`src/rtl/io_map_pkg.sv`:
```
// rtl/io_map_pkg.sv - IO address map and seven-segment glyph constants
// Shared by the CPU top, io_device_responder and the bench.
//   IO_ADDR_*   : exact 32-bit IO register addresses
//   SEG_BLANK   : all segments off (active-low)
//   HEX7_TABLE  : hex glyphs {g,f,e,d,c,b,a}, active-low, index = nibble
package io_map_pkg;

    localparam logic [31:0] IO_ADDR_LED   = 32'hFFFF_FC60;
    localparam logic [31:0] IO_ADDR_SW    = 32'hFFFF_FC70;
    localparam logic [31:0] IO_ADDR_SEG   = 32'hFFFF_FC80;
    localparam logic [31:0] IO_ADDR_SEGEN = 32'hFFFF_FC84;

    localparam logic [6:0] SEG_BLANK = 7'h7F;

    // Packed, so the leftmost entry is index 15 (F) and the rightmost is 0.
    localparam logic [15:0][6:0] HEX7_TABLE = {
        7'h0E, 7'h06, 7'h21, 7'h46, 7'h03, 7'h08, 7'h10, 7'h00,
        7'h78, 7'h02, 7'h12, 7'h19, 7'h30, 7'h24, 7'h79, 7'h40
    };

endpackage

```
`src/rtl/seg7_decoder.sv`:
```
// rtl/seg7_decoder.sv - hex nibble to active-low seven-segment pattern
// Ports:
//   nibble   in  4  hex digit value
//   segments out 7  {g,f,e,d,c,b,a}, active-low
module seg7_decoder
    import io_map_pkg::*;
(
    input  logic [3:0] nibble,
    output logic [6:0] segments
);

    assign segments = HEX7_TABLE[nibble];

endmodule

```
`src/rtl/io_device_responder.sv`:
```
// rtl/io_device_responder.sv - memory-mapped IO responder for LEDs, switches, 7-seg
// Ports:
//   clk, rst                 clock, synchronous active-high reset
//   io_read, io_write        single-cycle IO load / store strobes
//   addr, write_data         byte address and store data from the CPU
//   io_read_data             combinational load data (switches or LEDs)
//   switch_in                raw asynchronous board switches
//   led_out                  LED register, active-high
//   seg_an, seg_out, seg_dp  multiplexed display drive, all active-low
module io_device_responder
    import io_map_pkg::*;
#(
    parameter int          DEBOUNCE_CYCLES = 1_000_000,
    parameter int          SCAN_DIV        = 100_000,
    parameter logic [31:0] ADDR_LED        = IO_ADDR_LED,
    parameter logic [31:0] ADDR_SW         = IO_ADDR_SW,
    parameter logic [31:0] ADDR_SEG        = IO_ADDR_SEG,
    parameter logic [31:0] ADDR_SEGEN      = IO_ADDR_SEGEN
) (
    input  logic        clk,
    input  logic        rst,
    input  logic        io_read,
    input  logic        io_write,
    input  logic [31:0] addr,
    input  logic [31:0] write_data,
    output logic [15:0] io_read_data,
    input  logic [15:0] switch_in,
    output logic [15:0] led_out,
    output logic [7:0]  seg_an,
    output logic [6:0]  seg_out,
    output logic        seg_dp
);

    // Widths stay at least one bit so a parameter of 1 still elaborates.
    localparam int DEB_W  = (DEBOUNCE_CYCLES > 1) ? $clog2(DEBOUNCE_CYCLES) : 1;
    localparam int SCAN_W = (SCAN_DIV > 1) ? $clog2(SCAN_DIV) : 1;
    localparam logic [DEB_W-1:0]  DEB_MAX  = DEB_W'(DEBOUNCE_CYCLES - 1);
    localparam logic [SCAN_W-1:0] SCAN_MAX = SCAN_W'(SCAN_DIV - 1);

    logic [31:0]       seg_value;
    logic [7:0]        seg_en;
    logic [15:0]       sw_meta;
    logic [15:0]       sw_sync;
    logic [15:0]       sw_cand;
    logic [15:0]       sw_stable;
    logic [DEB_W-1:0]  deb_cnt;
    logic [SCAN_W-1:0] scan_cnt;
    logic [2:0]        digit_idx;
    logic [7:0]        digit_sel;
    logic [6:0]        digit_glyph;

    assign digit_sel = 8'h01 << digit_idx;
    assign seg_dp    = 1'b1;

    seg7_decoder u_seg7_decoder (
        .nibble   (seg_value[{digit_idx, 2'b00} +: 4]),
        .segments (digit_glyph)
    );

    // Zero-latency read so a single-cycle load completes; sees pre-edge state.
    always_comb begin
        io_read_data = 16'h0000;
        if (io_read) begin
            if (addr == ADDR_SW) begin
                io_read_data = sw_stable;
            end else if (addr == ADDR_LED) begin
                io_read_data = led_out;
            end
        end
    end

    always_ff @(posedge clk) begin
        if (rst) begin
            led_out   <= 16'h0000;
            seg_value <= 32'h0;
            seg_en    <= 8'hFF;
            sw_meta   <= 16'h0;
            sw_sync   <= 16'h0;
            sw_cand   <= 16'h0;
            sw_stable <= 16'h0;
            deb_cnt   <= '0;
            scan_cnt  <= '0;
            digit_idx <= 3'd0;
            seg_an    <= 8'hFF;
            seg_out   <= SEG_BLANK;
        end else begin
            if (io_write) begin
                if (addr == ADDR_LED)   led_out   <= write_data[15:0];
                if (addr == ADDR_SEG)   seg_value <= write_data;
                if (addr == ADDR_SEGEN) seg_en    <= write_data[7:0];
            end

            sw_meta <= switch_in;
            sw_sync <= sw_meta;

            // Whole-vector debounce: any bit change restarts the quiet period.
            if (sw_sync != sw_cand) begin
                sw_cand <= sw_sync;
                deb_cnt <= '0;
            end else if (deb_cnt != DEB_MAX) begin
                deb_cnt <= deb_cnt + DEB_W'(1);
            end
            if (deb_cnt == DEB_MAX) begin
                sw_stable <= sw_cand;
            end

            if (scan_cnt == SCAN_MAX) begin
                scan_cnt  <= '0;
                digit_idx <= digit_idx + 3'd1;
            end else begin
                scan_cnt <= scan_cnt + SCAN_W'(1);
            end

            seg_an  <= ~(digit_sel & seg_en);
            seg_out <= seg_en[digit_idx] ? digit_glyph : SEG_BLANK;
        end
    end

endmodule

```
`config.mk`:
```
export PLATFORM = sky130hd
export DESIGN_NAME = io_device_responder
export DESIGN_NICKNAME = d
export VERILOG_FILES = /design/src/rtl/io_map_pkg.sv /design/src/rtl/seg7_decoder.sv /design/src/rtl/io_device_responder.sv
export SDC_FILE = /design/constraint.sdc
export NUM_CORES = 1
export LEC_CHECK = 0
export ABC_AREA = 0
export ABC_CLOCK_PERIOD_IN_PS = 3400
export BUFFER_PORTS_ARGS = -buffer_cell sky130_fd_sc_hd__buf_2
export CORE_UTILIZATION = 38
export CTS_CLUSTER_SIZE = 20
export DETAILED_ROUTE_END_ITERATION = 6
export SYNTH_ARGS = -nofsm -noshare
export SYNTH_HDL_FRONTEND = slang
export SYNTH_SLANG_ARGS = --single-unit
```
`constraint.sdc`:
```
create_clock -name clk -period 3.4 [get_ports clk]
set_input_delay 0.68 -clock clk [delete_from_list [all_inputs] [get_ports clk]]
set_output_delay 0.68 -clock clk [all_outputs]
set_load 0.01 [all_outputs]
```
# Word level (Yosys, flattened, before mapping)
# Memories as Yosys holds them, arrays and structs flattened. A register that Yosys moved wholly into a read port is not among the register bits.
# Cells that the tools add are included.
# W data, S select, Z words.
totals:
  n_memories: 1
  out_inout_bits: 48
  regBits: 168
  word_cells: 40
  rom_bits: 112
mem_list:
  columns: ["memory", "words", "word_bits", "rd", "rd_clocked_by_memory_dff", "write_ports", "line_no", "rtl"]
  rows:
  - ["(no name shown)", 16, 7, 1, 1, 0, "seg7_decoder.sv:12", "assign segments = HEX7_TABLE[nibble];"]
classes:
  n_shift: 2
  addsub: 3
  eq_ne: 8
  n_mux: 5
  reduce_logical: 6
  bitwise: 3
  magnitude_cmp: 1
ops:
  columns: ["cell", "n"]
  rows:
  - ["$eq A32 B32 Y1 const B", 4]
  - ["$mux W16", 3]
  - ["$shiftx A32 B6 Y4", 1]
  - ["$add A20 B1 Y20 const B", 1]
  - ["$eq A20 B20 Y1 const B", 1]
  - ["$ne A20 B20 Y1 const B", 1]
  - ["$add A17 B1 Y17 const B", 1]
  - ["$eq A17 B17 Y1 const B", 1]
  - ["$ne A16 B16 Y1", 1]
  - ["$and A8 B8 Y8", 1]
  - ["$not A8 Y8", 1]
  - ["$shl A1 B3 Y8 const A", 1]
  - ["$reduce_and A2 Y1", 3]
  - ["$reduce_or A2 Y1", 3]
  - ["$lt A3 B4 Y1 const B", 1]
  - ["$add A3 B1 Y3 const B", 1]
  - ["$bmux W1 S3", 1]
  - ["$mux W1", 1]
  - ["$not A1 Y1", 1]

# Depth between registers and ports, before layout
depth:
  ltp_word: 4
  ltp_mapped: 9
  mapped_depth_nobuf: 8

# By module
# A second synthesis with hierarchy kept.
unflattened:
  cells_unflattened: 830
  hier_area_um2: 7850.0
modules_own_cells:
  columns: ["mod", "n_inst", "cells_each", "area_per_inst_um2"]
  rows:
  - ["io_device_responder", 1, 798, 7574.8]
  - ["seg7_decoder", 1, 32, 275.3]

# Least setup slack after synthesis
# Ideal clock, no wire load.
synth_path:
  kind: "input port to output port"
  start: "in addr[3]"
  end: "out io_read_data[0]"
  path_slack_ns: 0.275
  t_arrival_ns: 2.445
  path_stages: 6
  cell_sequence: "nand4b_1 > or4_4 > nor4_2 > buf_2 > a22oi_1 > nor2b_1"
synth_via:
  elab_chain_cells: 4
synth_lines:
  columns: ["element", "line_no", "rtl"]
  rows:
  - ["from (decl)", "io_device_responder.sv:24", "input logic [31:0] addr,"]
  - ["$eq A32 B32 Y1", "io_device_responder.sv:66", "end else if (addr == ADDR_LED) begin"]
  - ["$mux W16", "io_device_responder.sv:66", null]
  - ["$mux W16 *", "io_device_responder.sv:64", "if (addr == ADDR_SW) begin"]
  - ["$mux W16 *", "io_device_responder.sv:63", "if (io_read) begin"]
  - ["to (decl)", "io_device_responder.sv:26", "output logic [15:0] io_read_data,"]
# Mark *: on every way between the ends. The rest lies on a longest branch, timed or not.

# Final worst setup path
layout_path:
  start: "in addr[3]"
  end: "out io_read_data[6]"
# Same word-level chain as after synthesis.

==> run summary <==
The global-route usage over all layers is 16.82%, and the number of clock sinks is 175. After global routing the overflow that remains totals 0. The max-cap violation count was 0; the horizontal die dimension was 139.2 µm.

By area the synthesized netlist is led by sky130_fd_sc_hd__dfxtp_1 (49%), sky130_fd_sc_hd__mux2i_1 (9.9%), sky130_fd_sc_hd__nor2_1 (6.4%). For the count of buffers added by post-CTS timing repair for setup, the log shows 0. Dominant synthesized flop cell: sky130_fd_sc_hd__dfxtp_1.

The worst setup path is of the in2out kind. H-tree depth: 4. The total of warnings raised by yosys was 0; the vertical extent of the die was 139.2 µm.

The global routing usage on met2 came out at 26.56%. The standard-cell row count is 49. After clock tree synthesis, the clock-pin slew on the worst setup and hold paths is 0.07 ns. The portion of synthesized cell area occupied by the leading cell type is 49.01%. Synthesis inferred 175 register bits.

The largest stage delay on the critical path works out to 0.60 ns. The utilization of the core after routing was 47.29%; the average cell area after synthesis was 9.997 µm². The largest total area in the synthesized netlist belongs to sky130_fd_sc_hd__dfxtp_1. Area of the mapped netlist: 0.007148 mm². Dividing the final minimum period by the clock period gives 95.93%. The tools report the met3 global-route usage as 4.316%. Routability-driven placement finished with a final weighted congestion of 0.7688. The post-cts hold buffer count is 0. The number of enable flip-flop cells after synthesis came out at 0. For the wire length after detailed routing, the log shows 15200 µm. The worst setup path is captured at an output port.

Entering global routing, the biggest net connects 70 pins. For this run, the register share of the synthesized area comes to 49.01%. Setup repair after global routing left no endpoint under its margin. The total count of max-transition violations in the final report is 0. Counting every net in the synthesized netlist gives 812. For the final antenna-violating net count, the log shows 0. Once the floorplan was initialized, standard cells occupied 39.26% of the core.

TritonCTS built the clock tree. For the worst-skew pair, the clock arrives at the later sink with an insertion delay of 0.43 ns. The fmax is 0.3066 GHz. The setup clock skew after layout came out at 0.01350 ns. The post-route netlist has 22.91% of its cells at a drive strength greater than 1. Launch instance of the worst min-delay path: seg_en[4]. Using the TritonRoute via totals, the vias-per-cell ratio works out to 4.786. For this run, the detailed router's first-pass iteration total came to 6. Final layout net count: 935.

Measured against its own limit, the worst slew margin works out to 50.91%. The worst path needs 3.261 ns of the cycle, external delays included. The beginning of the worst register-to-register path is deb_cnt[6]. In this run the clock root is driven by a sky130_fd_sc_hd__clkbuf_16. The floorplan step defined a die boundary enclosing 0.01936 mm².

The tools report the gate count of the mapped netlist as 715. Among the stages of the critical path, the cell type that occurs most often is sky130_fd_sc_hd__buf_2. The timing startpoint of the critical path is addr[3].

Peak-usage layer in the global routing report: met2. For the number of setup violations in the final report, the log shows 0. The post-cts sizing count came out at 0. The repair_antennas step left the layout with diodes totalling 0. Port buffering added 130 buffers. At the pin with the least slew margin, the transition time is 0.7363 ns.

In this run, CTS created clock tree buffers numbering 17. The tools report the final-report hold violation count as 0. The commonest cells after synthesis are sky130_fd_sc_hd__dfxtp_1 (175), sky130_fd_sc_hd__nor2_1 (122), sky130_fd_sc_hd__mux2i_1 (71).

Of all nets on the critical path, the largest fanout is 15. Summing over every cut layer, the via total after detailed routing is 5169. The critical path goes through buf_2, nand4b_1, or4_4, nor4_2, buf_4, a22oi_1, nor2b_1, buf_2. Global routing consumed, on the met1 layer, 22.21% of the routing resources. The design draws 4.200 mW.

The worst hold slack after final layout was 0.4354 ns. Startpoint kind of the worst setup timing path: a primary input. The HPWL after detailed placement is 11130 µm. The area overhead of the layout relative to synthesis was 20.46%; the per-cell routed wire length was 14.08 µm. The logs give 0.0003715 V for the maximum vdd drop and 53 for the number of library cell types mapped by synthesis. The number of global-route vias before repair is 4861.

After floorplanning, the core was sized to cover 0.01821 mm². The arrival time reported for the critical path endpoint was 2.58 ns; the final total negative setup slack was 0 ns. The leakage dissipation came out at 3.524 nW.

The checks that failed: design-rule violations. After detailed routing, the number of remaining DRC violations is 3. The slowest stage of the critical path is the sky130_fd_sc_hd__or4_4 cell. Pin placement for this block handled 132 I/O pins. The worst hold path belongs to the class reg2reg. The flow ran to the end, but the final reports show violations.

The clock passes through at most 2 buffers. The first global-routing pass estimated 25350 µm of wire. STA puts the critical path data required time at 2.72 ns. After synthesis, the share of flip-flops with an asynchronous set or reset is 0%. The most frequent cell after synthesis was sky130_fd_sc_hd__dfxtp_1.

The logs give 267 for the first-iteration detailed-routing DRC count and 0 for the number of antenna violations at the first check in global routing. Power spread over the standard cell area amounts to 487.7 mW/mm².
## placed cells by master, fill, tap and decap left out, drive strengths merged, types with 7 or more instances in the layout
| master | count |
|---|---|
| nor4 | 7 |
| inv | 30 |
| a22oi | 16 |
| nand4 | 10 |
| xnor2 | 18 |
| xor2 | 29 |
| nor3 | 7 |
| ha | 13 |
| mux4 | 10 |
| a211o | 8 |
| buf | 141 |
| nand3 | 21 |
| a21oi | 7 |
| clkbuf | 17 |
| dfxtp | 175 |
| and3 | 8 |
| nor2 | 122 |
| nand2 | 24 |
| mux2i | 71 |
| nor2b | 68 |
## worst max-delay path: cells and delay by family
family	cells	cell delay (ns)
AND/OR/NAND/NOR	4	1.25
AO/OA/AOI/OAI	1	0.11
buffers and inverters	3	0.54
## kinds of logic after synthesis
kind of cell | share of synthesized area [%]
and+or+nand+nor | 21.07
AOI/OAI and AO/OA | 4.691
adders and majority gates | 2.276
DFF | 49.01
buffers and inverters | 3.886
xor gates and xnor gates | 5.759
other | 0.05246
muxes | 13.25
## final cells by class
| class | count | area, µm² |
|---|---|---|
| clock buffer | 17 | 425.4 |
| clock inverter | 15 | 186.4 |
| fill | 1721 | 9598 |
| inverter | 21 | 78.83 |
| multi-input combinational | 482 | 3369 |
| sequential | 175 | 3503 |
| tap | 229 | 286.5 |
| timing repair buffer | 141 | 760.7 |
## through the flow
step	instances	worst slack (ns)	instance area, µm²
finish	1080	0.1385	8611
global route	1080	0.03401	8611
CTS	1080	0.1462	8611
detailed placement	1048	0.1628	7999
global placement	1048	0.1584	7999
floorplan	715	0.2745	7148
## registers in the layout (all words and copies together) (netlist names)
signal	flops
deb_cnt	20
digit_idx	3
led_out	16
scan_cnt	17
seg_an	8
seg_en	8
seg_out	7
seg_value	32
sw_cand	16
sw_meta	16
sw_stable	16
sw_sync	16
## final timing paths
kind,slack [ns],cells after the start,endpoint
worst max-delay path,0.14,8,io_read_data[6]
worst min-delay path,0.44,1,seg_an[4]
worst max register to register,0.85,6,sw_stable[7]
worst min register to register,0.44,1,seg_an[4]
## layer usage
layer / wire [µm] / up-vias
met5: 0 / -
met3: 482 / 14
met2: 7217 / 78
li1: - / 2663
met1: 7324 / 2414
met4: 177 / 0
## power breakdown
part | leakage (nW) | switching [mW] | internal (mW) | total, mW
clock | 0.298 | 0.952 | 1.01 | 1.96
sequential | 1.42 | 0.0147 | 2.08 | 2.09
combinational | 1.80 | 0.0780 | 0.0710 | 0.149
Note: power is estimated with default switching activity, not from simulation.
